**src/rtl/load_store_unit.sv**
```systemverilog
// load_store_unit: turns core byte/half/word requests into aligned word accesses with extract and read-modify-write
module load_store_unit #(
  parameter int MEM_BYTES = 64,
  parameter int ADDR_W = 32
) (
  input  logic              Clk,
  input  logic              Rst,
  input  logic              req_valid,
  output logic              req_ready,
  input  logic              req_store,
  input  logic [2:0]        req_funct3,
  input  logic [ADDR_W-1:0] req_addr,
  input  logic [31:0]       req_wdata,
  output logic              rsp_valid,
  output logic              rsp_err,
  output logic [31:0]       rsp_rdata,
  output logic [31:0]       mem_addr,
  output logic              mem_read,
  output logic              mem_write,
  output logic [31:0]       mem_wdata,
  input  logic [31:0]       mem_rdata
);
  localparam logic [2:0] IDLE = 3'd0, RD = 3'd1, WR = 3'd2, RESP = 3'd3, ERR = 3'd4;
  logic [2:0] state, state_n;
  logic [ADDR_W-1:0] addr_q;
  logic [2:0] f3_q;
  logic store_q;
  logic [31:0] wdata_q, rbuf;
  logic accept, bad;
  logic [1:0] size_m1;
  logic [ADDR_W:0] last;
  logic [7:0] lane_b;
  logic [15:0] lane_h;
  logic [31:0] extracted, mask, wlane, merged;
  assign req_ready = state == IDLE && !Rst;
  assign accept = req_valid && req_ready;
  assign size_m1 = req_funct3[1] ? 2'd3 : {1'b0, req_funct3[0]};
  assign last = {1'b0, req_addr} + {{(ADDR_W-1){1'b0}}, size_m1};
  assign bad = (req_store ? req_funct3 >= 3'd3 : (req_funct3[1:0] == 2'd3 || req_funct3 == 3'b110))
            || (req_funct3[1:0] == 2'd1 && req_addr[0])
            || (req_funct3[1:0] == 2'd2 && req_addr[1:0] != 2'd0)
            || last >= (ADDR_W+1)'(MEM_BYTES);
  // Next state: SW skips the read, sub-word stores read then write, everything ends in a one-cycle response
  always_comb begin
    state_n = state == IDLE ? (accept ? (bad ? ERR : (req_store && req_funct3[1:0] == 2'd2) ? WR : RD) : IDLE)
            : state == RD   ? (store_q ? WR : RESP)
            : state == WR   ? RESP
            : IDLE;
  end
  // State, request latch on accept, and read buffer capture during RD
  always_ff @(posedge Clk or posedge Rst) begin
    if (Rst) begin
      state   <= IDLE;
      addr_q  <= '0;
      f3_q    <= '0;
      store_q <= 1'b0;
      wdata_q <= '0;
      rbuf    <= '0;
    end else begin
      state <= state_n;
      if (accept) begin
        addr_q  <= req_addr;
        f3_q    <= req_funct3;
        store_q <= req_store;
        wdata_q <= req_wdata;
      end
      if (state == RD) rbuf <= mem_rdata;
    end
  end
  assign lane_b = addr_q[1] ? (addr_q[0] ? rbuf[31:24] : rbuf[23:16]) : (addr_q[0] ? rbuf[15:8] : rbuf[7:0]);
  assign lane_h = addr_q[1] ? rbuf[31:16] : rbuf[15:0];
  assign extracted = f3_q[1] ? rbuf
                   : f3_q[0] ? {{16{lane_h[15] & ~f3_q[2]}}, lane_h}
                   : {{24{lane_b[7] & ~f3_q[2]}}, lane_b};
  assign mask = f3_q[1] ? 32'hFFFF_FFFF
              : f3_q[0] ? (addr_q[1] ? 32'hFFFF_0000 : 32'h0000_FFFF)
              : 32'h0000_00FF << {addr_q[1:0], 3'b000};
  assign wlane = f3_q[1] ? wdata_q : f3_q[0] ? {2{wdata_q[15:0]}} : {4{wdata_q[7:0]}};
  assign merged = (rbuf & ~mask) | (wlane & mask);
  assign mem_read  = state == RD;
  assign mem_write = state == WR;
  assign mem_addr  = (mem_read || mem_write) ? {addr_q[31:2], 2'b00} : 32'h0;
  assign mem_wdata = mem_write ? merged : 32'h0;
  assign rsp_valid = state == RESP || state == ERR;
  assign rsp_err   = state == ERR;
  assign rsp_rdata = (state == RESP && !store_q) ? extracted : 32'h0;
endmodule

```
**config.mk**
```make
export PLATFORM = sky130hd
export DESIGN_NAME = load_store_unit
export DESIGN_NICKNAME = d
export VERILOG_FILES = /design/src/rtl/load_store_unit.sv
export SDC_FILE = /design/constraint.sdc
export NUM_CORES = 1
export LEC_CHECK = 0
export BUFFER_PORTS_ARGS = -buffer_cell sky130_fd_sc_hd__buf_2
export CORE_MARGIN = 2
export CORE_UTILIZATION = 35
export CTS_CLUSTER_SIZE = 10
export DETAILED_ROUTE_END_ITERATION = 6
export HOLD_SLACK_MARGIN = 0.1
export PLACE_DENSITY_LB_ADDON = 0.08
export SYNTH_ARGS = -nofsm -noshare
export SYNTH_HDL_FRONTEND = slang
export SYNTH_SLANG_ARGS = --single-unit
```
**constraint.sdc**
```tcl
create_clock -name Clk -period 3.7 [get_ports Clk]
set_clock_uncertainty 0.05 [all_clocks]
set_input_delay 1.11 -clock Clk [delete_from_list [all_inputs] [get_ports Clk]]
set_output_delay 1.11 -clock Clk [all_outputs]
set_load 0.02 [all_outputs]
```
==> results.toml <==
[outcome]
status = "finished, final reports clean"

[worst_setup_path]
slowest_stage = "dfrtp_2"
critical_path.endpoint_type = "output port"
max_stage_delay_ps = 510
crit_chain = "mux2_2 > a21oi_1 > o21a_1 > nor2_1 > o21ai_1 > buf_4 > a21oi_1 > buf_2"
cp_data_required_time_ps = 2540
crit_fanout = 16
crit_top_cell = "a21oi_1"
arrival_ps = 2350
rrSetupSlack_ps = 1650
reg2reg_depth = 5
critPathLaunchType = "register"
worstSetupPathType = "register to output port"

[clock_network]
h-tree-depth = 3
cts-root-buf = "clkbuf_16"
cts_sinks = 103
hold_buffers = 0
clk_latency_ps = 350
clockBufferDepth = 2
tritoncts = "done"
cts_buffers = 9
clk_pin_slew_ps = 70

[synth]
yosysSeqAreaShare_pct = 41.11
ys_types = 57
yosys.area_share.simple_pct = 27.90
postSynthAreaPerCell_um2 = 7.818
synth_top_area_share_pct = 41.11
async_flop_share_pct = 100.0
syn_area_um2 = 6270
synth-main-ff-cell = "dfrtp_1"
synth_compound_area_share_pct = 16.14
synth_area_leaders = "dfrtp_1, nand2_1, a21oi_1, o21ai_0, mux2i_1"
ys_ff_latch = 103
syn_inst = 802
yosys_warnings = 0
synth.most_common_cell = "nand2_1"
synth_top_area_cell = "dfrtp_1"
muxShareOfSynthArea_pct = 7.284
synth_top_family_by_area = "simple AND/OR/NAND/NOR gates"
synth_xor_xnor_area_share_pct = 1.118
synthAdderAreaFrac_pct = 0.7184
synth_commonest_cells = "nand2_1, dfrtp_1, nor2_1"
synth_edf_count = 0

[timing]
tightest_slew_ps = 714.7
relSlewSlack_pct = 52.34
setup_tns_ps = 0
hold_ws_ps = 415.5
finalCritPeriodShare_pct = 94.99
timing.final.max_slew_violations = 0
rsz0062_at_grt = "false"
finalHoldViolations = 0
period_minus_slack_ps = 3515
finalSetupViolations = 0
max_freq_ghz = 0.2845

[place]
place.gp.congestion = 0.8632
port_buffers = 201
dp_hpwl_mm = 15.81

[pwr]
p_leak_nw = 4.077
power.density_nw_per_um2 = 562.4
finalPower_mw = 4.429
peakVddDrop_uv = 291.0

[routing]
dr.pass1.iters = 6
wl_per_cell_um = 17.15
routed_via_density = 5.065
drc = 0
drt_iter0_markers = 365
drt_wl_total_mm = 20.85
ant_nets = 0
num_vias = 6159

[die]
boundaryPins = 204
num_rows = 48
initial_utilization_pct = 36.00
chipHeight_um = 137.8
core_um2 = 17420
dieWidth_um = 137.8
dieArea_um2 = 19000

[global_routing]
grt_pass1_wl_mm = 32.31
grt-ovfl-total = 0
grt_max_degree = 84
grtUsageTotal_pct = 22.36
antenna_found_initial = 0
grt_pass1_vias = 5933

[cells_and_area]
fin_nets = 1092
layout-drive-gt1-share_pct = 26.54
syn_to_final_growth_pct = 25.60
n_antenna_cell = 0

[job]
maxCapViolCount = 0

[min_path]
min_path_cells = 2
hold_class = "register to register"
-- what timing repair did --
item                       in CTS  in global routing
resized for setup               1                  4
setup buffers                   0                  0
setup endpoints to repair       2                 28
cloned                          0                  0
-- logic make-up (layout without fill, tap and decap cells) --
logic type,after synthesis,after routing
AND/OR/NAND/NOR,392,392
AO/OA/AOI/OAI,170,170
flip-flops,103,103
buffers and inverters,82,270
multiplexers,43,43
XOR/XNOR,8,8
adder cells (fa/ha/maj),3,3
other,1,2
-- routing by layer --
metal / routed length (um) / share of wire, % / vias to the layer above / GRT usage (%)
li1: - / - / 3091 / -
met1: 9297 / 45 / 2892 / 29.36
met2: 10240 / 49 / 166 / 38.56
met3: 1121 / 5.4 / 10 / 4.194
met4: 196 / 0.94 / 0 / 4.365
met5: 0 / 0 / - / 0
-- layout make-up --
type / instances / area, um2
fillers: 1882 / 9542
multi-input cells: 618 / 3364
flip-flops and latches: 103 / 2579
repair buffers: 224 / 1229
well taps: 225 / 281.5
clock buffers: 9 / 225.2
inverters: 30 / 116.4
clock inverters: 7 / 80.08
-- registers in the layout, indices dropped and copies added (netlist names) --
| register | cells |
|---|---|
| state | 3 |
| f3_q | 3 |
| rbuf | 32 |
| store_q | 1 |
| wdata_q | 32 |
| addr_q | 32 |
-- worst paths after layout --
path / endpoint / start
min in group asynchronous: addr_q[26] / Rst
min reg2reg: addr_q[3] / addr_q[3]
min: addr_q[3] / addr_q[3]
max reg2reg: wdata_q[17] / state[2]
max in group asynchronous: addr_q[1] / Rst
max: rsp_rdata[31] / addr_q[1]
-- worst max-delay path, delay by kind of cell, from the launching register on --
| kind | cells | cell delay [ps] |
|---|---|---|
| AOI/OAI and AO/OA | 4 | 630 |
| DFF | 1 | 510 |
| buffers and inverters | 2 | 410 |
| muxes | 1 | 400 |
| and+or+nand+nor | 1 | 40 |
-- cell usage in the layout, fill, tap and decap left out, types with 3 or more instances in the layout --
cell       instances
buf_2            201
nor4_1             4
clkbuf_16          9
o21a_1             3
a211oi_1          13
nand2_1          235
mux2i_1           25
nand3_1           11
and3_1             6
o21ai_0           53
nor2b_1           33
buf_12             4
o21ai_1            5
a311oi_1           5
and4_1             8
nor2_1            54
dfrtp_1          102
inv_1             26
a31oi_1            6
inv_2              3
buf_4             19
nand2_2            3
a22oi_1            8
nand4_1           16
mux2_1            16
a21oi_1           53
nor3_1             9
o22ai_1            4
xnor2_1            6
-- per-stage QoR --
stage	utilization, %	instances	worst slack (ps)	instance area, um2
after detailed placement	43.38	1200	-80.20	7556
final	45.22	1216	185.2	7875
after global placement	43.38	1200	15.34	7556
after floorplan	-	803	309.6	6277
after global routing	45.22	1216	56.64	7875
after CTS	45.16	1216	69.77	7865
-- where the power goes --
part	internal [mW]	total [mW]	switching (mW)
Combinational	0.631	1.69	1.06
Clock	0.534	0.993	0.460
Sequential	1.43	1.75	0.315
Total	2.59	4.43	1.83
(Power assumes the default switching activity.)
